$ cat config.mk
export PLATFORM = sky130hd
export DESIGN_NAME = prog_divider_flat
export DESIGN_NICKNAME = d
export VERILOG_FILES = /design/src/rtl/prog_divider_if.sv /design/src/rtl/prog_divider.sv /design/src/flat_wrapper.sv
export SDC_FILE = /design/constraint.sdc
export NUM_CORES = 1
export LEC_CHECK = 0
export CAP_MARGIN = 10
export CORE_ASPECT_RATIO = 0.75
export CORE_MARGIN = 2
export CORE_UTILIZATION = 36
export DETAILED_ROUTE_END_ITERATION = 16
export PLACE_DENSITY_LB_ADDON = 0.12
export SLEW_MARGIN = 20
export SYNTH_ARGS = -nofsm -noshare
export SYNTH_HDL_FRONTEND = slang
export SYNTH_SLANG_ARGS = --single-unit
$ cat constraint.sdc
create_clock -name iclk -period 4.7 [get_ports iclk]
set_clock_uncertainty 0.05 [all_clocks]
set_input_delay 0.705 -clock iclk [delete_from_list [all_inputs] [get_ports iclk]]
set_output_delay 0.705 -clock iclk [all_outputs]
set_load 0.01 [all_outputs]
$ cat src/rtl/prog_divider_if.sv
// prog_divider_if: groups the divider's control inputs and clock outputs.
//   en       : per-channel run enable
//   sync     : phase-align strobe for all channels
//   div_we   : divisor write strobe
//   div_sel  : channel index for the divisor write
//   div_data : divisor value to write
//   oclk     : divided clock per channel
//   otick    : one-cycle pulse in the cycle the matching oclk bit toggles
// The master modport drives the controls; the slave modport is the divider side.
interface prog_divider_if #(
  parameter int CH = 2,
  parameter int W  = 16
);
  logic [CH-1:0] en;
  logic          sync;
  logic          div_we;
  logic [3:0]    div_sel;
  logic [W-1:0]  div_data;
  logic [CH-1:0] oclk;
  logic [CH-1:0] otick;

  modport master (
    output en, sync, div_we, div_sel, div_data,
    input  oclk, otick
  );

  modport slave (
    input  en, sync, div_we, div_sel, div_data,
    output oclk, otick
  );
endinterface

$ cat src/rtl/prog_divider.sv
// prog_divider: CH independent programmable clock dividers.
//   iclk : sole clock, rising edge
//   rst  : synchronous active-high reset
//   bus  : prog_divider_if slave modport (en, sync, div_we, div_sel,
//          div_data in; oclk, otick out)
// Each channel counts enabled cycles up to its effective divisor and toggles
// its oclk bit on terminal count, giving a 2*eff period with 50% duty.
// Priority per channel: rst > sync > divisor write > count/toggle.
module prog_divider #(
  parameter int CH      = 2,
  parameter int W       = 16,
  parameter int DEF_DIV = 10
) (
  input logic           iclk,
  input logic           rst,
  prog_divider_if.slave bus
);

  logic [W-1:0]  div_q  [CH];
  logic [W-1:0]  div_d  [CH];
  logic [W-1:0]  cnt_q  [CH];
  logic [W-1:0]  cnt_d  [CH];
  logic [CH-1:0] oclk_q, oclk_d;
  logic [CH-1:0] tick_q, tick_d;

  // A zero divisor behaves like one so the channel toggles every cycle.
  function automatic logic [W-1:0] eff_of(input logic [W-1:0] d);
    return (d == '0) ? W'(1) : d;
  endfunction

  always_comb begin
    oclk_d = oclk_q;
    tick_d = '0;
    for (int c = 0; c < CH; c++) begin
      logic         wr;
      logic [W-1:0] eff;
      div_d[c] = div_q[c];
      cnt_d[c] = cnt_q[c];
      // div_sel values at or above CH never match, so such writes are ignored.
      wr  = bus.div_we && (bus.div_sel == 4'(c));
      eff = eff_of(div_q[c]);
      if (wr) begin
        div_d[c] = bus.div_data;
      end
      if (bus.sync) begin
        cnt_d[c]  = '0;
        oclk_d[c] = 1'b0;
      end else if (wr) begin
        cnt_d[c] = '0;
      end else if (bus.en[c]) begin
        // >= lets any out-of-range count wrap cleanly instead of running on.
        if (cnt_q[c] >= eff - W'(1)) begin
          cnt_d[c]  = '0;
          oclk_d[c] = ~oclk_q[c];
          tick_d[c] = 1'b1;
        end else begin
          cnt_d[c] = cnt_q[c] + W'(1);
        end
      end
    end
  end

  always_ff @(posedge iclk) begin
    if (rst) begin
      for (int c = 0; c < CH; c++) begin
        div_q[c] <= W'(DEF_DIV);
        cnt_q[c] <= '0;
      end
      oclk_q <= '0;
      tick_q <= '0;
    end else begin
      for (int c = 0; c < CH; c++) begin
        div_q[c] <= div_d[c];
        cnt_q[c] <= cnt_d[c];
      end
      oclk_q <= oclk_d;
      tick_q <= tick_d;
    end
  end

  assign bus.oclk  = oclk_q;
  assign bus.otick = tick_q;

endmodule

$ cat src/flat_wrapper.sv
// flat-port wrapper written by rule: the top's interface ports become plain ports
module prog_divider_flat 
#(
  parameter int CH      = 2,
  parameter int W       = 16,
  parameter int DEF_DIV = 10
)
  (iclk, rst, bus_en, bus_sync, bus_div_we, bus_div_sel, bus_div_data, bus_oclk, bus_otick);
  prog_divider_if #(.CH(CH), .W(W)) bus_i ();
  input logic iclk;
  input logic rst;
  input wire logic [$bits(bus_i.en)-1:0] bus_en;
  input wire logic [$bits(bus_i.sync)-1:0] bus_sync;
  input wire logic [$bits(bus_i.div_we)-1:0] bus_div_we;
  input wire logic [$bits(bus_i.div_sel)-1:0] bus_div_sel;
  input wire logic [$bits(bus_i.div_data)-1:0] bus_div_data;
  output wire logic [$bits(bus_i.oclk)-1:0] bus_oclk;
  output wire logic [$bits(bus_i.otick)-1:0] bus_otick;
  assign bus_i.en = bus_en;
  assign bus_i.sync = bus_sync;
  assign bus_i.div_we = bus_div_we;
  assign bus_i.div_sel = bus_div_sel;
  assign bus_i.div_data = bus_div_data;
  assign bus_oclk = bus_i.oclk;
  assign bus_otick = bus_i.otick;
  prog_divider #(.CH(CH), .W(W), .DEF_DIV(DEF_DIV)) u_core (.iclk(iclk), .rst(rst), .bus(bus_i));
endmodule
==> reports/results.txt <==
hold crit path type: reg2reg
iteration count of the initial detailed-routing pass: 4
Design Power: 1290 uW
Wirelength per Cell: 13.4 um
crit start category: flop
Die X: 124 um
IO Port Bufs: 29
Finished Layout Cells: 646
fin crit period: 4200 ps
Worst Path Arrival: 4360 ps
Slowest-stage cell, CP: nor4_1
Rel. slew slack: 0.510
maximum VDD drop: 166 uV
yosys synthesis warning count: 0
pwr dens: 282 nW/um^2
Lkg Pwr: 0.00167 uW
num ports: 30
Critical Path Max Stage Delay: 420 ps
Cell Rows: 32
crit path cell chain: nor4_1 > nand2b_1 > nand3b_1 > o41a_1 > ha_1 > nor3b_1 > nand2_1 > nor3_1 > xnor2_1 > ha_1 > nand4_1 > nor3_1 > o311ai_0 > o211ai_1 > a21o_4 > nor2_1
dpl cells: 631
final net count: 568
CP delay by family, top: simple AND/OR/NAND/NOR gates
CTS Sinks: 68
Core ar.: 10400 sq um
Fmax: 0.238 GHz
Final Max Tran Viols: 0
Final Hold Vio Count: 0
initial antenna violation count: 0
number of global-route vias before repair: 3204
crit end category: flop
fraction of registers with async set/reset: 0
Syn Area/Cell: 8.14 sq um
top-area cell type share of the netlist area: 0.349
Synth Flop Type: dfxtp_1
CTS Buf Count: 9
initial DRC count: 168
number of flops mapped to enable cells by yosys: 0
DP HPWL: 6.69 mm
Max Cap Violations: 0
sequential area share after synthesis: 0.349
CP bufs+invs: 0
HP Start: u_core.div_q[0][0]$_SDFFE_PP0P_
number of synthesized register bits: 68
CTS hold repair buffers: 0
Post-Syn Instances: 480
share of layout cells above drive strength 1: 0.0627
Die Y: 94.2 um
largest net degree at the start of global routing: 36
full die area: 11700 sq um
RePlAce Congestion: 0.789
clock buffer depth: 2
final wirelength: 8.65 mm
CTS tree: done
Vias: 3240
Slew @ Worst Pin: 734 ps
reg2reg setup slack: 500 ps
Yosys top cell by area: dfxtp_1
crit path kind: reg2reg
count leader, synth: nand2_1
antenna cells: 0
Fin Setup TNS: 0 ps
Final ANT Viol Nets: 0
GRT Total Usage: 0.161
outcome: finished, final reports clean
Final Setup Violations: 0
Post-Syn Nets: 542
clock transition at the registers of the reported paths: 50 ps
Synth top cells by count: nand2_1 (92), dfxtp_1 (68), nor2_1 (48)
Critical Path Source: u_core.div_q[0][8]$_SDFFE_PP0P_
Root Driver: clkbuf_16
clk_lat worst skew: 330 ps
vias per inst: 5.02
FILL cells: 1054
H-tree levels: 3
total gr overflow: 0
reg2reg start: u_core.div_q[0][8]$_SDFFE_PP0P_
CP required: 4870 ps
first-pass GRT wire length: 15.0 mm
Mapped Area: 3900 sq um
Crit Path Max Fanout: 15
Area Overhead vs Synth: 17.2%
Synth cell types: 47
largest cells by area after synthesis: dfxtp_1 (35%), ha_1 (12%), nand2_1 (8.8%)
unrepaired setup endpoints after global routing: no
Initial Util: 0.375
residual DRC count: 0
period utilisation layout: 0.893
flip-flops by register name, summed over array words and instances, names as in the netlist:
| signal | cells |
|---|---|
| u_core.cnt_q | 32 |
| u_core.div_q | 32 |
| u_core.bus.oclk | 2 |
| u_core.bus.otick | 2 |
repair_timing:
item / CTS / global route
setup buffers: 0 / 0
resized for setup: 0 / 2
setup endpoints to repair: 0 / 15
cells in the final DEF (no fill, tap or decap), types with 5 or more instances in the layout:
| cell type | count |
|---|---|
| ha_1 | 36 |
| nand2_1 | 92 |
| nor2_2 | 10 |
| dfxtp_1 | 68 |
| xor2_1 | 21 |
| nor2_1 | 48 |
| inv_1 | 11 |
| nand2b_1 | 5 |
| and3_1 | 6 |
| xnor2_1 | 32 |
| nor4_1 | 7 |
| nand4_1 | 13 |
| clkdlybuf4s50_1 | 29 |
| a21oi_1 | 38 |
| nor3_1 | 14 |
| clkbuf_16 | 9 |
| nand3_1 | 17 |
tightest hold or removal path, stage by stage, from the launching register on:
cell and delay (ps):
dfxtp_1 300, nand2_1 50, a21oi_1 50
path summary, 6_finish.rpt:
kind / endpoint / cells after the start
setup / recovery: u_core.cnt_q[0][5]$_SDFFE_PP0P_ / 16
hold reg to reg: u_core.div_q[0][0]$_SDFFE_PP0P_ / 2
hold / removal: u_core.div_q[0][0]$_SDFFE_PP0P_ / 2
setup reg to reg: u_core.cnt_q[0][5]$_SDFFE_PP0P_ / 16
logic make-up after synthesis:
kind of cell               synth area share
and+or+nand+nor                       0.285
DFF                                   0.349
AOI/OAI and AO/OA                    0.0923
xor gates and xnor gates              0.119
adders and majority gates             0.115
buffers and inverters                0.0317
muxes                               0.00769
where the power goes:
part / internal [uW] / switching (uW)
registers: 582 / 6.47
logic: 40.3 / 42.0
clock network: 381 / 238
total: 1000 / 286
final cells by class:
class	instances	area, sq um	area share
sequential	68	1360	0.298
clock buffer	13	260	0.0569
tap	136	170	0.0372
inverter	11	41.3	0.00902
clock inverter	2	10.0	0.00219
multi-input combinational	385	2430	0.530
timing repair buffer	31	305	0.0667
stage by stage:
stage          hold WS (ps)   util  instance area [sq um]  setup slack, ps
2_1_floorplan           386      -                   3910              963
3_3_place_gp            396  0.413                   4300              322
3_5_place_dp            400  0.413                   4300              326
4_1_cts                 407  0.439                   4570              299
5_1_grt                 456  0.440                   4580             55.9
6_report                405  0.440                   4580              503
per-layer routing:
metal  share of wire  vias to the layer above  GRT usage
met5               0                        -          0
li1                -                     1701          -
met1            0.54                     1466      0.225
met3           0.058                        8     0.0473
met4           0.013                        0     0.0506
met2            0.39                       65      0.239
(Power assumes the default switching activity.)
